==> src/rtl/alu_op_sched.sv <==
// Sequencing controller for the plus/and/or/xor op-cell bank: takes a command,
// streams operands into the selected cell, drains its result and hands it downstream.
module alu_op_sched #(
  parameter int COUNT_W = 8,
  parameter int TIMEOUT = 15
) (
  input  logic               i_clk,
  input  logic               i_rst_n,
  input  logic               i_cmd_valid,
  output logic               o_cmd_ready,
  input  logic [1:0]         i_cmd_op,
  input  logic [COUNT_W-1:0] i_cmd_count,
  input  logic               i_operand_valid,
  output logic               o_operand_ready,
  input  logic [31:0]        i_operand,
  output logic [3:0]         o_cell_data_valid,
  output logic [31:0]        o_cell_data,
  input  logic [3:0]         i_cell_result_valid,
  input  logic [127:0]       i_cell_result,
  output logic [3:0]         o_cell_result_ready,
  output logic               o_result_valid,
  input  logic               i_result_ready,
  output logic [31:0]        o_result,
  output logic [1:0]         o_result_op,
  output logic               o_result_err,
  output logic               o_cmd_err
);

  localparam int WAIT_W = (TIMEOUT > 0) ? $clog2(TIMEOUT + 1) : 1;
  localparam logic [WAIT_W-1:0]  TIMEOUT_C = WAIT_W'(TIMEOUT);
  localparam logic [WAIT_W-1:0]  WAIT_ONE_C = WAIT_W'(1);
  localparam logic [COUNT_W-1:0] CNT_ONE_C = COUNT_W'(1);
  localparam logic [COUNT_W-1:0] CNT_ZERO_C = {COUNT_W{1'b0}};

  typedef enum logic [2:0] {
    FLUSH = 3'd0,
    IDLE  = 3'd1,
    FEED  = 3'd2,
    DRAIN = 3'd3,
    OUT   = 3'd4
  } state_t;

  function automatic logic [3:0] onehot4(input logic [1:0] sel);
    return 4'b0001 << sel;
  endfunction

  state_t             state_r;
  state_t             next_state_s;
  logic [1:0]         op_r;
  logic [COUNT_W-1:0] count_r;
  logic [COUNT_W-1:0] fed_r;
  logic [WAIT_W-1:0]  wait_r;
  logic [31:0]        result_r;
  logic [1:0]         result_op_r;
  logic               result_err_r;
  logic               result_valid_r;
  logic               cmd_err_r;

  logic               cmd_ok_s;
  logic               last_op_s;
  logic               res_hit_s;
  logic               timeout_s;
  logic               cmd_ready_s;
  logic               operand_ready_s;
  logic [3:0]         cell_data_valid_s;
  logic [3:0]         cell_result_ready_s;

  assign cmd_ok_s  = i_cmd_valid && (i_cmd_count != CNT_ZERO_C);
  assign last_op_s = i_operand_valid && ((fed_r + CNT_ONE_C) == count_r);
  assign res_hit_s = i_cell_result_valid[op_r];
  assign timeout_s = (wait_r == TIMEOUT_C);

  // State register
  always_ff @(posedge i_clk) begin
    if (!i_rst_n) begin
      state_r <= FLUSH;
    end else begin
      state_r <= next_state_s;
    end
  end

  // Next-state decode
  always_comb begin
    next_state_s = state_r;
    case (state_r)
      FLUSH: next_state_s = IDLE;
      IDLE: begin
        if (cmd_ok_s) next_state_s = FEED;
        else          next_state_s = IDLE;
      end
      FEED: begin
        if (last_op_s) next_state_s = DRAIN;
        else           next_state_s = FEED;
      end
      DRAIN: begin
        if (res_hit_s || timeout_s) next_state_s = OUT;
        else                        next_state_s = DRAIN;
      end
      OUT: begin
        if (i_result_ready) next_state_s = IDLE;
        else                next_state_s = OUT;
      end
      default: next_state_s = FLUSH;
    endcase
  end

  // Cell and handshake strobes; on timeout the selected cell is still emptied
  always_comb begin
    cmd_ready_s         = 1'b0;
    operand_ready_s     = 1'b0;
    cell_data_valid_s   = 4'h0;
    cell_result_ready_s = 4'h0;
    case (state_r)
      FLUSH: cell_result_ready_s = 4'hF;
      IDLE:  cmd_ready_s = 1'b1;
      FEED: begin
        operand_ready_s   = 1'b1;
        cell_data_valid_s = onehot4(op_r) & {4{i_operand_valid}};
      end
      DRAIN: begin
        if (res_hit_s || timeout_s) cell_result_ready_s = onehot4(op_r);
        else                        cell_result_ready_s = 4'h0;
      end
      OUT:     cmd_ready_s = 1'b0;
      default: cmd_ready_s = 1'b0;
    endcase
  end

  // Command latch, counters and registered result outputs
  always_ff @(posedge i_clk) begin
    if (!i_rst_n) begin
      op_r           <= 2'd0;
      count_r        <= CNT_ZERO_C;
      fed_r          <= CNT_ZERO_C;
      wait_r         <= {WAIT_W{1'b0}};
      result_r       <= 32'h0;
      result_op_r    <= 2'd0;
      result_err_r   <= 1'b0;
      result_valid_r <= 1'b0;
      cmd_err_r      <= 1'b0;
    end else begin
      cmd_err_r      <= 1'b0;
      result_valid_r <= (next_state_s == OUT);
      case (state_r)
        IDLE: begin
          cmd_err_r <= i_cmd_valid && (i_cmd_count == CNT_ZERO_C);
          if (cmd_ok_s) begin
            op_r    <= i_cmd_op;
            count_r <= i_cmd_count;
            fed_r   <= CNT_ZERO_C;
          end
        end
        FEED: begin
          wait_r <= {WAIT_W{1'b0}};
          if (i_operand_valid) fed_r <= fed_r + CNT_ONE_C;
        end
        DRAIN: begin
          if (res_hit_s) begin
            result_r     <= i_cell_result[{op_r, 5'd0} +: 32];
            result_op_r  <= op_r;
            result_err_r <= 1'b0;
          end else if (timeout_s) begin
            result_r     <= 32'h0;
            result_op_r  <= op_r;
            result_err_r <= 1'b1;
          end else begin
            wait_r <= wait_r + WAIT_ONE_C;
          end
        end
        default: wait_r <= wait_r;
      endcase
    end
  end

  assign o_cmd_ready         = cmd_ready_s;
  assign o_operand_ready     = operand_ready_s;
  assign o_cell_data_valid   = cell_data_valid_s;
  assign o_cell_data         = i_operand;
  assign o_cell_result_ready = cell_result_ready_s;
  assign o_result_valid      = result_valid_r;
  assign o_result            = result_r;
  assign o_result_op         = result_op_r;
  assign o_result_err        = result_err_r;
  assign o_cmd_err           = cmd_err_r;

endmodule

==> config.mk <==
export PLATFORM = sky130hd
export DESIGN_NAME = alu_op_sched
export DESIGN_NICKNAME = d
export VERILOG_FILES = /design/src/rtl/alu_op_sched.sv
export SDC_FILE = /design/constraint.sdc
export NUM_CORES = 1
export LEC_CHECK = 0
export CORE_MARGIN = 2
export CORE_UTILIZATION = 36
export CTS_CLUSTER_SIZE = 30
export DETAILED_ROUTE_END_ITERATION = 16
export HOLD_SLACK_MARGIN = 0.02
export PLACE_DENSITY = 0.82
export SYNTH_ARGS = -nofsm -noshare
export SYNTH_HDL_FRONTEND = slang
export SYNTH_SLANG_ARGS = --single-unit
==> constraint.sdc <==
create_clock -name i_clk -period 2.13 [get_ports i_clk]
set_input_delay 0.213 -clock i_clk [delete_from_list [all_inputs] [get_ports i_clk]]
set_output_delay 0.213 -clock i_clk [all_outputs]
set_load 0.005 [all_outputs]
Yosys cells after proc, flatten, opt, wreduce, memory -nomap -nowiden --
Index checks and enable logic that the tools add are counted. Widths: inputs -> output; s select.
Storage, ports and cells: input port bits 179, logic and storage cells 66, register bits 62
Operators by class: bitwise logic cells 1, reduce and logical (&&, ||, !) cells 15, equality and inequality tests 11, mux-type cells 24, $add $sub $neg 2, magnitude comparators 1, shift operators 2
Operators by type and width (count):
- $shiftx 128x8->32 | 1
- $mux 32 | 2
- $mux 4 | 4
- $mux 8 | 2
- $pmux 4 s2 | 2
- $pmux 8 s2 | 1
- $pmux 3 s5 | 1
- $add 8x1->8 const B | 1
- $eq 8x8->1 | 1
- $logic_not 8->1 | 1
- $ne 2x2->1 const B | 4
- $reduce_bool 8->1 | 1
- $eq 3x2->1 const B | 2
- $eq 3x3->1 const B | 2
- $mux 1 | 6
- $mux 2 | 3
- $mux 3 | 2
- $reduce_and 2->1 | 3
- $reduce_and 3->1 | 2
- $reduce_bool 2->1 | 3
- $add 4x1->4 const B | 1
- $and 4x4->4 | 1
- $eq 4x4->1 const B | 1
- $shl 1x2->4 const A | 1
- 6 further kinds | 8

Logic depth before layout (Yosys ltp) --
depth in word-level cells 6, gate-level depth with buffers 8, depth with buffers taken out 7

Worst setup path before layout --
No wires, ideal clock.
path kind register to output, from reg op_r[0], to out o_cell_result_ready[1], setup slack 340 ps, stages on the path, launching flop included 7, data arrival time 1577 ps, cell sequence dfxtp_1 -> mux4_2 -> a31oi_2 -> nand2b_1 -> buf_2 -> buf_4 -> o21ai_0
Between the ends: cells in the longest elaborated chain, start to end 5, elaborated cells on any way between the ends 6
RTL lines:
- start, declared | RTL line 49 | logic [1:0] op_r;
- start signal, assigned | RTL line 148 | op_r <= i_cmd_op;
- $bmux 1 s2 | RTL line 70 | assign res_hit_s = i_cell_result_valid[op_r];
- $mux 1 (implied by the code) | RTL line 70
- $logic_or 1x1->1 | RTL line 121 | if (res_hit_s || timeout_s) cell_result_ready_s = onehot4(op_r);
- $mux 4 (*) | RTL line 121
- $pmux 4 s2 (*) | RTL line 113 | case (state_r)
- end, declared | RTL line 20 | output logic [3:0] o_cell_result_ready,
Every way passes the cells marked *; elsewhere a longest branch is shown, timed or not. The select of a mux whose other input is x is not followed.

Final worst setup path --
from reg op_r[0], to out o_cell_result_ready[0]
Same word-level chain as after synthesis.

==> metrics <==
syn_area_per_cell=10.05 sq um; most common cell after layout, fill and taps aside=clkdlybuf4s50_1; internal cell power=~2200 uW; critical path type=flip-flop to output pin; Top delay family on crit path=multiplexers; pin count of the biggest net entering global routing=58; post-synth cell types=44; switching power=770.7 uW; worst setup margin=-0.01243 ns; routed wire length=roughly 12000 microns; status=finished, violations left; Cells after DPL=between 600 and 700; synth warn=0; Final #Nets=723; Clock power frac=a little over a third; Detail Placement HPWL=just under 9000 microns; worst min path class=input pin to output pin; first-pass GRT wire length=17910 microns; most frequent cells in the layout=clkdlybuf4s50_1, dfxtp_1, nor2b_1; Flop pwr share=between 40% and 50%; Crit-path slowest cell=mux4_2; drt initial violations=151; post-synthesis sequential area ratio=between 30 and 40%; final setup violation count=3; Clock transition at path regs=roughly 0.07 ns; min Tclk post-route=2.142 ns; Worst EP arrival=between 1.5 and 2 ns; Tcrit/Tclk final=100.6%; Worst-Margin Slew=between 0.4 and 0.5 ns; clock sink count=62; final core occ=57.92%; relative slew slack=between 60% and 70%; Clock Latency Late Sink=0.34 ns; GRT Total Usage=between 20% and 30%; Final Hold Vio Count=0; Post-Syn Instances=373; Clock H-tree levels=3; crit-path max cell delay=0.55 ns; Critical Path Source Type=flip-flop; die width=106.0 microns; asr flop ratio synth=0%; P&R area growth vs syn=58.08%; final setup skew=between 0.008 and 0.009 ns; vias=approximately 3600; die height=between 100 and 150 microns; io pins=between 200 and 300; Die Area=11240 sq um; Post-DRT Antenna Nets=0; WL/cell=around 17 microns; antenna cell count=0; Critical path buffers and inverters=2; Via density=about 5.2; setup TNS=-0.02363 ns; First-pass DRT Iterations=4; gr ovfl total=0; fill count=between 800 and 900; power per cell area=between 500 and 600 nW/um^2; peak supply drop=around 0.36 mV; antenna violations before repair=0; worst-path maximum fanout=3; CTS tree=yes; Primary FF master, synth=dfxtp_1; Max-Cap Viols=0; CP required=1.92 ns; Clock Tree Root=clkbuf_8; Comb pwr share=23.8%; post-synthesis register bit count=a little over 60; Critical Path Sink Type=output pin; Clock Path Buffers=2; layout cells sized above 1=around 16%; post-synthesis cell area=~3700 sq um; final instance count without filler cells=roughly 680; sw frac=around a quarter; max frequency=between 0.4 and 0.5 GHz; vias in the first global route=between 3000 and 4000; cts bufs inserted=9; unrepaired setup endpoints after global routing=true; Initial Utilization=between 30% and 40%; number of synthesized flops with an enable pin=0; Core Region=between 10000 and 15000 sq um; Slew Viols, Final=0; Placer Congestion=around 0.84; Mapped Nets=554; failing checks=negative setup slack; Remaining DRCs=0; Leakage=0.001999 uW; Port Buf Inserts=around 190; worst-path cell chain=mux4_2 > a31oi_4 > nand2b_4 > buf_6 > o31ai_1 > buf_2; FP Rows=37
-- path summary, 6_finish.rpt --
| check | from | endpoint | slack [ns] | cells after the start |
|---|---|---|---|---|
| max | op_r[0] | o_cell_result_ready[0] | -0.01 | 6 |
| max reg2reg | op_r[0] | o_result[24] | 0.09 | 8 |
| min reg2reg | count_r[7] | count_r[7] | 0.49 | 2 |
| min | i_operand[18] | o_cell_data[18] | 0.43 | 0 |
-- cells by family (layout without fill, tap and decap cells) --
logic type	count (synthesis)	after routing	synth area share, %
simple gates	122	122	17.62
xor+xnor	11	11	2.570
compound gates	77	77	14.82
mux	38	38	21.16
fa+ha+maj	2	2	0.6675
buf+inv	61	235	10.05
flops	62	62	33.11
-- synthesized netlist by cell type, drive strengths merged, types with 7 or more instances --
master / n / area (sq um)
a21boi: 11 / 82.58
a22oi: 35 / 262.8
buf: 43 / 309.0
clkbuf: 15 / 56.30
dfxtp: 62 / 1241
mux4: 33 / 743.2
nand2: 30 / 112.6
nor2: 14 / 55.06
nor2b: 44 / 275.3
o21ai: 13 / 68.82
xnor2: 7 / 61.31
-- power by group through the flow --
| stage | clock network (uW) | registers (uW) | logic, uW |
|---|---|---|---|
| 2_1_floorplan | 0 | 1240 | 343 |
| 3_3_place_gp | 0 | 1240 | 700 |
| 3_5_place_dp | 0 | 1240 | 720 |
| 4_1_cts | 1100 | 1220 | 720 |
| 5_1_grt | 1150 | 1220 | 768 |
| 6_report | 1080 | 1220 | 719 |
-- flip-flops by register name (all words and copies together), names as in the netlist --
| signal | cells |
|---|---|
| op_r | 2 |
| count_r | 8 |
| wait_r | 4 |
| fed_r | 8 |
| o_cmd_err | 1 |
| o_result | 32 |
| state_r | 3 |
| o_result_err | 1 |
| o_result_op | 2 |
| o_result_valid | 1 |
-- area by class of cell --
class | count | area (sq um) | area share (%)
clock buffers | 10 | 137.6 | 2.323
clock inverters | 6 | 70.07 | 1.182
inverters | 3 | 11.26 | 0.1900
multi-input cells | 250 | 2160 | 36.44
flip-flops and latches | 62 | 1249 | 21.07
well taps | 136 | 170.2 | 2.872
repair buffers | 216 | 2128 | 35.92
-- per-layer routing --
layer,track usage (%),up-vias,share of wire (%)
li1,-,1679,-
met1,21.95,1723,39
met4,6.203,0,1.4
met3,5.395,15,7.6
met5,0,-,0
met2,37.74,162,52
-- through the flow --
| stage | area, sq um | worst slack, ns | power [uW] | hold slack, ns |
|---|---|---|---|---|
| 2_1_floorplan | 3749 | 0.3400 | 1580 | 0.3579 |
| 3_3_place_gp | 5668 | -0.1574 | 1941 | 0.4260 |
| 3_5_place_dp | 5668 | -0.1860 | 1962 | 0.4260 |
| 4_1_cts | 5903 | -0.03660 | 3036 | 0.4260 |
| 5_1_grt | 5926 | -0.07524 | 3143 | 0.4260 |
| 6_report | 5926 | -0.01243 | 3015 | 0.4260 |
-- what timing repair did --
action,in CTS,in global routing
pin swaps,1,0
gates resized for setup,25,7
setup buffers,2,1
hold buffers,0,0
endpoints found under the setup margin,8,30
(Power assumes the default switching activity.)
